<file path="src/rtl/ifetch_unit.sv">
// ifetch_unit - instruction-fetch stage.
//
// Owns the architectural PC and fetches one instruction at a time over a
// request/grant/response memory interface. It holds the fetched word for
// decode until decode accepts it, then loads the next PC supplied by the
// next-PC logic.
//
// Ports:
//   clk          system clock, rising edge
//   rst_n        asynchronous active-low reset
//   npc_in       next PC, sampled only on the decode-accept edge
//   imem_req     fetch request (high while in REQ)
//   imem_addr    fetch address, always equal to pc
//   imem_gnt     memory accepted the request
//   imem_rvalid  read data valid
//   imem_rdata   read data
//   instr        held instruction word
//   instr_valid  instr/pc valid for decode
//   id_ready     decode accepts the held instruction
//   pc           PC of the held instruction
//   imm16        instr[15:0]
//   target       instr[25:0]
//   fetch_err    sticky misaligned-PC error
//
// Build option:
//   ADDR_ERR_EN  when defined, a misaligned npc_in at accept sets fetch_err
//                and halts fetching; when undefined, npc_in is silently
//                word-aligned and fetch_err is tied to 0.
//
// state | meaning
// ------+-----------------------------------------------------------
// BOOT  | first cycle after reset, no request issued
// REQ   | request asserted, waiting for imem_gnt
// WAIT  | request granted, waiting for imem_rvalid
// HOLD  | instruction presented to decode (or halted after fetch_err)

module ifetch_unit #(
  parameter logic [31:0] RESET_PC = 32'h0000_3000
) (
  input  logic        clk,
  input  logic        rst_n,
  input  logic [31:0] npc_in,
  output logic        imem_req,
  output logic [31:0] imem_addr,
  input  logic        imem_gnt,
  input  logic        imem_rvalid,
  input  logic [31:0] imem_rdata,
  output logic [31:0] instr,
  output logic        instr_valid,
  input  logic        id_ready,
  output logic [31:0] pc,
  output logic [15:0] imm16,
  output logic [25:0] target,
  output logic        fetch_err
);

  typedef enum logic [1:0] {
    BOOT = 2'd0,
    REQ  = 2'd1,
    WAIT = 2'd2,
    HOLD = 2'd3
  } state_t;

  state_t state;

  assign imem_req  = (state == REQ);
  assign imem_addr = pc;
  assign imm16     = instr[15:0];
  assign target    = instr[25:0];

`ifdef ADDR_ERR_EN
  logic err_q;

  assign fetch_err = err_q;

  always_ff @(posedge clk or negedge rst_n) begin
    if (!rst_n) begin
      state       <= BOOT;
      pc          <= RESET_PC;
      instr       <= '0;
      instr_valid <= 1'b0;
      err_q       <= 1'b0;
    end else begin
      case (state)
        BOOT: state <= REQ;
        REQ: if (imem_gnt) state <= WAIT;
        WAIT: begin
          if (imem_rvalid) begin
            instr       <= imem_rdata;
            instr_valid <= 1'b1;
            state       <= HOLD;
          end
        end
        HOLD: begin
          // Once err_q is set the block stays parked here until reset.
          if (id_ready && !err_q) begin
            pc          <= npc_in;
            instr_valid <= 1'b0;
            if (npc_in[1:0] != 2'b00) err_q <= 1'b1;
            else                      state <= REQ;
          end
        end
        default: state <= BOOT;
      endcase
    end
  end
`else
  // Low PC bits are dropped by the alignment below.
  logic unused_npc_lsb;
  assign unused_npc_lsb = ^npc_in[1:0];

  assign fetch_err = 1'b0;

  always_ff @(posedge clk or negedge rst_n) begin
    if (!rst_n) begin
      state       <= BOOT;
      pc          <= RESET_PC;
      instr       <= '0;
      instr_valid <= 1'b0;
    end else begin
      case (state)
        BOOT: state <= REQ;
        REQ: if (imem_gnt) state <= WAIT;
        WAIT: begin
          if (imem_rvalid) begin
            instr       <= imem_rdata;
            instr_valid <= 1'b1;
            state       <= HOLD;
          end
        end
        HOLD: begin
          if (id_ready) begin
            pc          <= {npc_in[31:2], 2'b00};
            instr_valid <= 1'b0;
            state       <= REQ;
          end
        end
        default: state <= BOOT;
      endcase
    end
  end
`endif

endmodule
</file>
<file path="config.mk">
export PLATFORM = sky130hd
export DESIGN_NAME = ifetch_unit
export DESIGN_NICKNAME = d
export VERILOG_FILES = /design/src/rtl/ifetch_unit.sv
export SDC_FILE = /design/constraint.sdc
export NUM_CORES = 1
export LEC_CHECK = 0
export ABC_AREA = 1
export ABC_CLOCK_PERIOD_IN_PS = 1800
export BUFFER_PORTS_ARGS = -buffer_cell sky130_fd_sc_hd__buf_2
export CORE_MARGIN = 3
export CORE_UTILIZATION = 43
export DETAILED_ROUTE_END_ITERATION = 8
export HOLD_SLACK_MARGIN = 0.15
export PLACE_DENSITY = 0.81
export SYNTH_ARGS = -nofsm -noshare
export SYNTH_HDL_FRONTEND = slang
export SYNTH_SLANG_ARGS = --single-unit
</file>
<file path="constraint.sdc">
create_clock -name clk -period 1.8 [get_ports clk]
set_clock_uncertainty 0.1 [all_clocks]
set_input_delay 0.18 -clock clk [delete_from_list [all_inputs] [get_ports clk]]
set_output_delay 0.18 -clock clk [all_outputs]
set_load 0.05 [all_outputs]
</file>
==> results.env <==
FULL_DIE_AREA_UM2=8704
GRT_PASS1_VIAS=3175
WORSTSETUPPATHTYPE='reg2out'
CTS_MADE_BUFFERS=9
CLOCK-SINKS=65
FINAL_CELL_COUNT_NO_FILL=677
YOSYS.CELL_TYPES.COUNT=11
SYN_AREA_PER_CELL_UM2=8.601
WORST-ENDPOINT-REQUIRED_NS=1.52
CTS-ROOT-TO-SINK-BUFFERS=2
NUM_ANTENNA_CELLS=0
FINISH.NET_COUNT=647
DETAIL_ROUTE.FIRST_PASS.ITERATIONS=5
TIMING.CRITICAL_PATH.TO_TYPE='primary output'
HTREEDEPTH=3
POST_CTS_RESIZED=0
POSTSYNTHREGISTERBITS=65
GRT_ANTENNA_BEFORE_REPAIR=0
DRIVE_ABOVE_1_SHARE=0.3910
DETAIL_ROUTE.DRC_VIOLATIONS=0
CTS.HOLD.BUFFERS_ADDED=66
POSTCTSSETUPREPAIRBUFS=0
YOSYSSEQAREASHARE=0.4971
CLK_PIN_SLEW_NS=0.08
SYNTH_AREA_UM2=3277
GLOBALROUTETOTALUTIL=0.2228
SYNTHCELLS=381
FINALWORSTPATHREQUIREDPERIOD_NS=1.565
FIN_SETUP_TNS_NS=0
INSERTION_DELAY_NS=0.32
LARGEST_DRIVER_FANOUT_ON_THE_CRITICAL_PATH=5
YOSYSTOPAREACELL='sky130_fd_sc_hd__dfrtp_1'
MAXIMUM_NUMBER_OF_PINS_ON_ONE_NET_BEFORE_GLOBAL_ROUTE_REPAIR=66
CORE_REGION_AREA_UM2=7331
STATUS='complete, no violations'
CAP_VIOL_MAX_COUNT=0
CRIT_START_CATEGORY='flip-flop'
CRIT_ARRIVAL_NS=1.28
GR-MAX-USAGE-LAYER='met2'
IOS=210
NUMPLACEDINSTANCES=595
SETUP_VIOL_COUNT_FINAL=0
GRT.MET1_USAGE=0.2510
TIMING.HOLD.WORST.CLASS='in2async'
FINAL_HOLD_SLACK_NS=0.2903
TIMING.FINAL.CRIT_SHARE=0.8693
FLOORPLAN.INITIALDENSITY=0.4470
GRT_PASS1_WL_UM=15310
GLOBAL_ROUTE.OVERFLOW_TOTAL=0
TOTALWIRELENGTH_UM=9592
DETAIL_ROUTE.ITER0.VIOLATIONS=146
VIAS_PER_CELL=4.623
TRITONCTS='built'
FMAXACHIEVABLE_MHz=639.1
IO_BUFFER_COUNT=202
ANTENNA_VIOLATING_NETS_POST_ROUTE=0
TIMING_HOLD_VIOLATIONS_FINAL=0
NUMBER_OF_WARNING_MESSAGES_IN_THE_YOSYS_LOG=0
TIMING_MAX_TRANSITION_VIOLATIONS_FINAL=0
LAYOUT-AREA-OVERHEAD-VS-SYNTH_PCT=41.73
FINALWEIGHTEDCONGESTION=0.7083
PLACE_AREA_UM2=3819
RSZ_0062_RAISED_AFTER_GLOBAL_ROUTING='false'
USE_MET2=0.4026
ROUTE.DETAILED.WL_PER_INST_UM=14.17
GLOBAL_ROUTE.USAGE.MET3=0.06436
DIE_H_UM=93.30
CORE.ROWCOUNT=31
NUM_VIAS=3130
DP_HPWL_UM=5789
FLOORPLAN.DIE.WIDTH_UM=93.30
NETLIST_TOP_CELLS_AREA='sky130_fd_sc_hd__dfrtp_1, sky130_fd_sc_hd__buf_4, sky130_fd_sc_hd__nand2_1, sky130_fd_sc_hd__nand3_1, sky130_fd_sc_hd__buf_2'
CLK_ROOT_BUFFER_CELL='sky130_fd_sc_hd__clkbuf_8'
FINAL_CELL_AREA_UM2=4644
POST-SYNTH-TOP-AREA-FRACTION=0.4811
[cell usage after synthesis]
cell type,number
sky130_fd_sc_hd__nand2_2,1
sky130_fd_sc_hd__nand2_1,137
sky130_fd_sc_hd__nand4_1,2
sky130_fd_sc_hd__nand3_1,64
sky130_fd_sc_hd__dfrtp_1,63
sky130_fd_sc_hd__dfstp_2,2
sky130_fd_sc_hd__inv_1,8
sky130_fd_sc_hd__conb_1,1
sky130_fd_sc_hd__ha_1,5
sky130_fd_sc_hd__buf_2,15
sky130_fd_sc_hd__buf_4,83
[placed cells by master, fill, tap and decap left out]
cell type / n
sky130_fd_sc_hd__dlygate4sd3_1: 66
sky130_fd_sc_hd__nand2_1: 137
sky130_fd_sc_hd__inv_1: 8
sky130_fd_sc_hd__clkbuf_8: 10
sky130_fd_sc_hd__ha_1: 5
sky130_fd_sc_hd__clkbuf_1: 2
sky130_fd_sc_hd__conb_1: 5
sky130_fd_sc_hd__dfstp_2: 2
sky130_fd_sc_hd__clkinv_2: 4
sky130_fd_sc_hd__dfrtp_1: 63
sky130_fd_sc_hd__buf_2: 202
sky130_fd_sc_hd__buf_4: 4
sky130_fd_sc_hd__nand2_2: 1
sky130_fd_sc_hd__buf_12: 3
sky130_fd_sc_hd__nand3_1: 64
sky130_fd_sc_hd__nand4_1: 2
[path summary, 6_finish.rpt]
| kind | start | to | slack [ns] | depth (start not counted) |
|---|---|---|---|---|
| worst max-delay path | state[1] | imem_req | 0.24 | 3 |
| worst min-delay path | rst_n | instr[24] | 0.29 | 3 |
| worst max register to register | state[0] | instr[11] | 0.32 | 5 |
| worst min register to register | imem_addr[12] | imem_addr[12] | 0.37 | 2 |
| max in group asynchronous | rst_n | imem_addr[13] | 0.99 | 3 |
| min in group clk | imem_addr[12] | imem_addr[12] | 0.37 | 2 |
[critical path: stages (launching register included)]
cell and delay, ns:
sky130_fd_sc_hd__dfrtp_1 0.43, sky130_fd_sc_hd__inv_1 0.10, sky130_fd_sc_hd__ha_1 0.16, sky130_fd_sc_hd__buf_2 0.27
[registers in the layout (all words and copies together) (netlist names)]
name         cells
imem_addr       30
state            2
instr           32
instr_valid      1
[cells by family (layout without fill, tap and decap cells)]
| family | Yosys count | count (layout) | share of synthesized area |
|---|---|---|---|
| adder cells (fa/ha/maj) | 5 | 5 | 0.01909 |
| flip-flops | 65 | 65 | 0.4971 |
| buffers and inverters | 106 | 299 | 0.2222 |
| other | 1 | 5 | 0.001144 |
| AND/OR/NAND/NOR | 204 | 204 | 0.2604 |
[per-layer routing]
metal	vias to the layer above	share of wire
met4	0	0.014
met5	-	0
met3	12	0.091
li1	1497	-
met1	1454	0.38
met2	167	0.52
[stage by stage]
stage | util | setup slack (ns)
after CTS | 0.6336 | 0.2122
after floorplan | - | 0.3337
after detailed placement | 0.5209 | 0.3269
after global placement | 0.5209 | 0.3940
final | 0.6336 | 0.2352
after global routing | 0.6336 | 0.1346
[cell type report]
class / instances / area [µm²]
clock buffers: 12 / 145.1
clock inverters: 4 / 20.02
flip-flops and latches: 65 / 1629
multi-input cells: 214 / 934.6
well taps: 99 / 123.9
repair buffers: 275 / 1762
fillers: 590 / 2686
inverters: 8 / 30.03
Power is left out: the tool's default activity adds up to more than one toggle a clock period on the data nets, which glitch-free logic cannot reach.
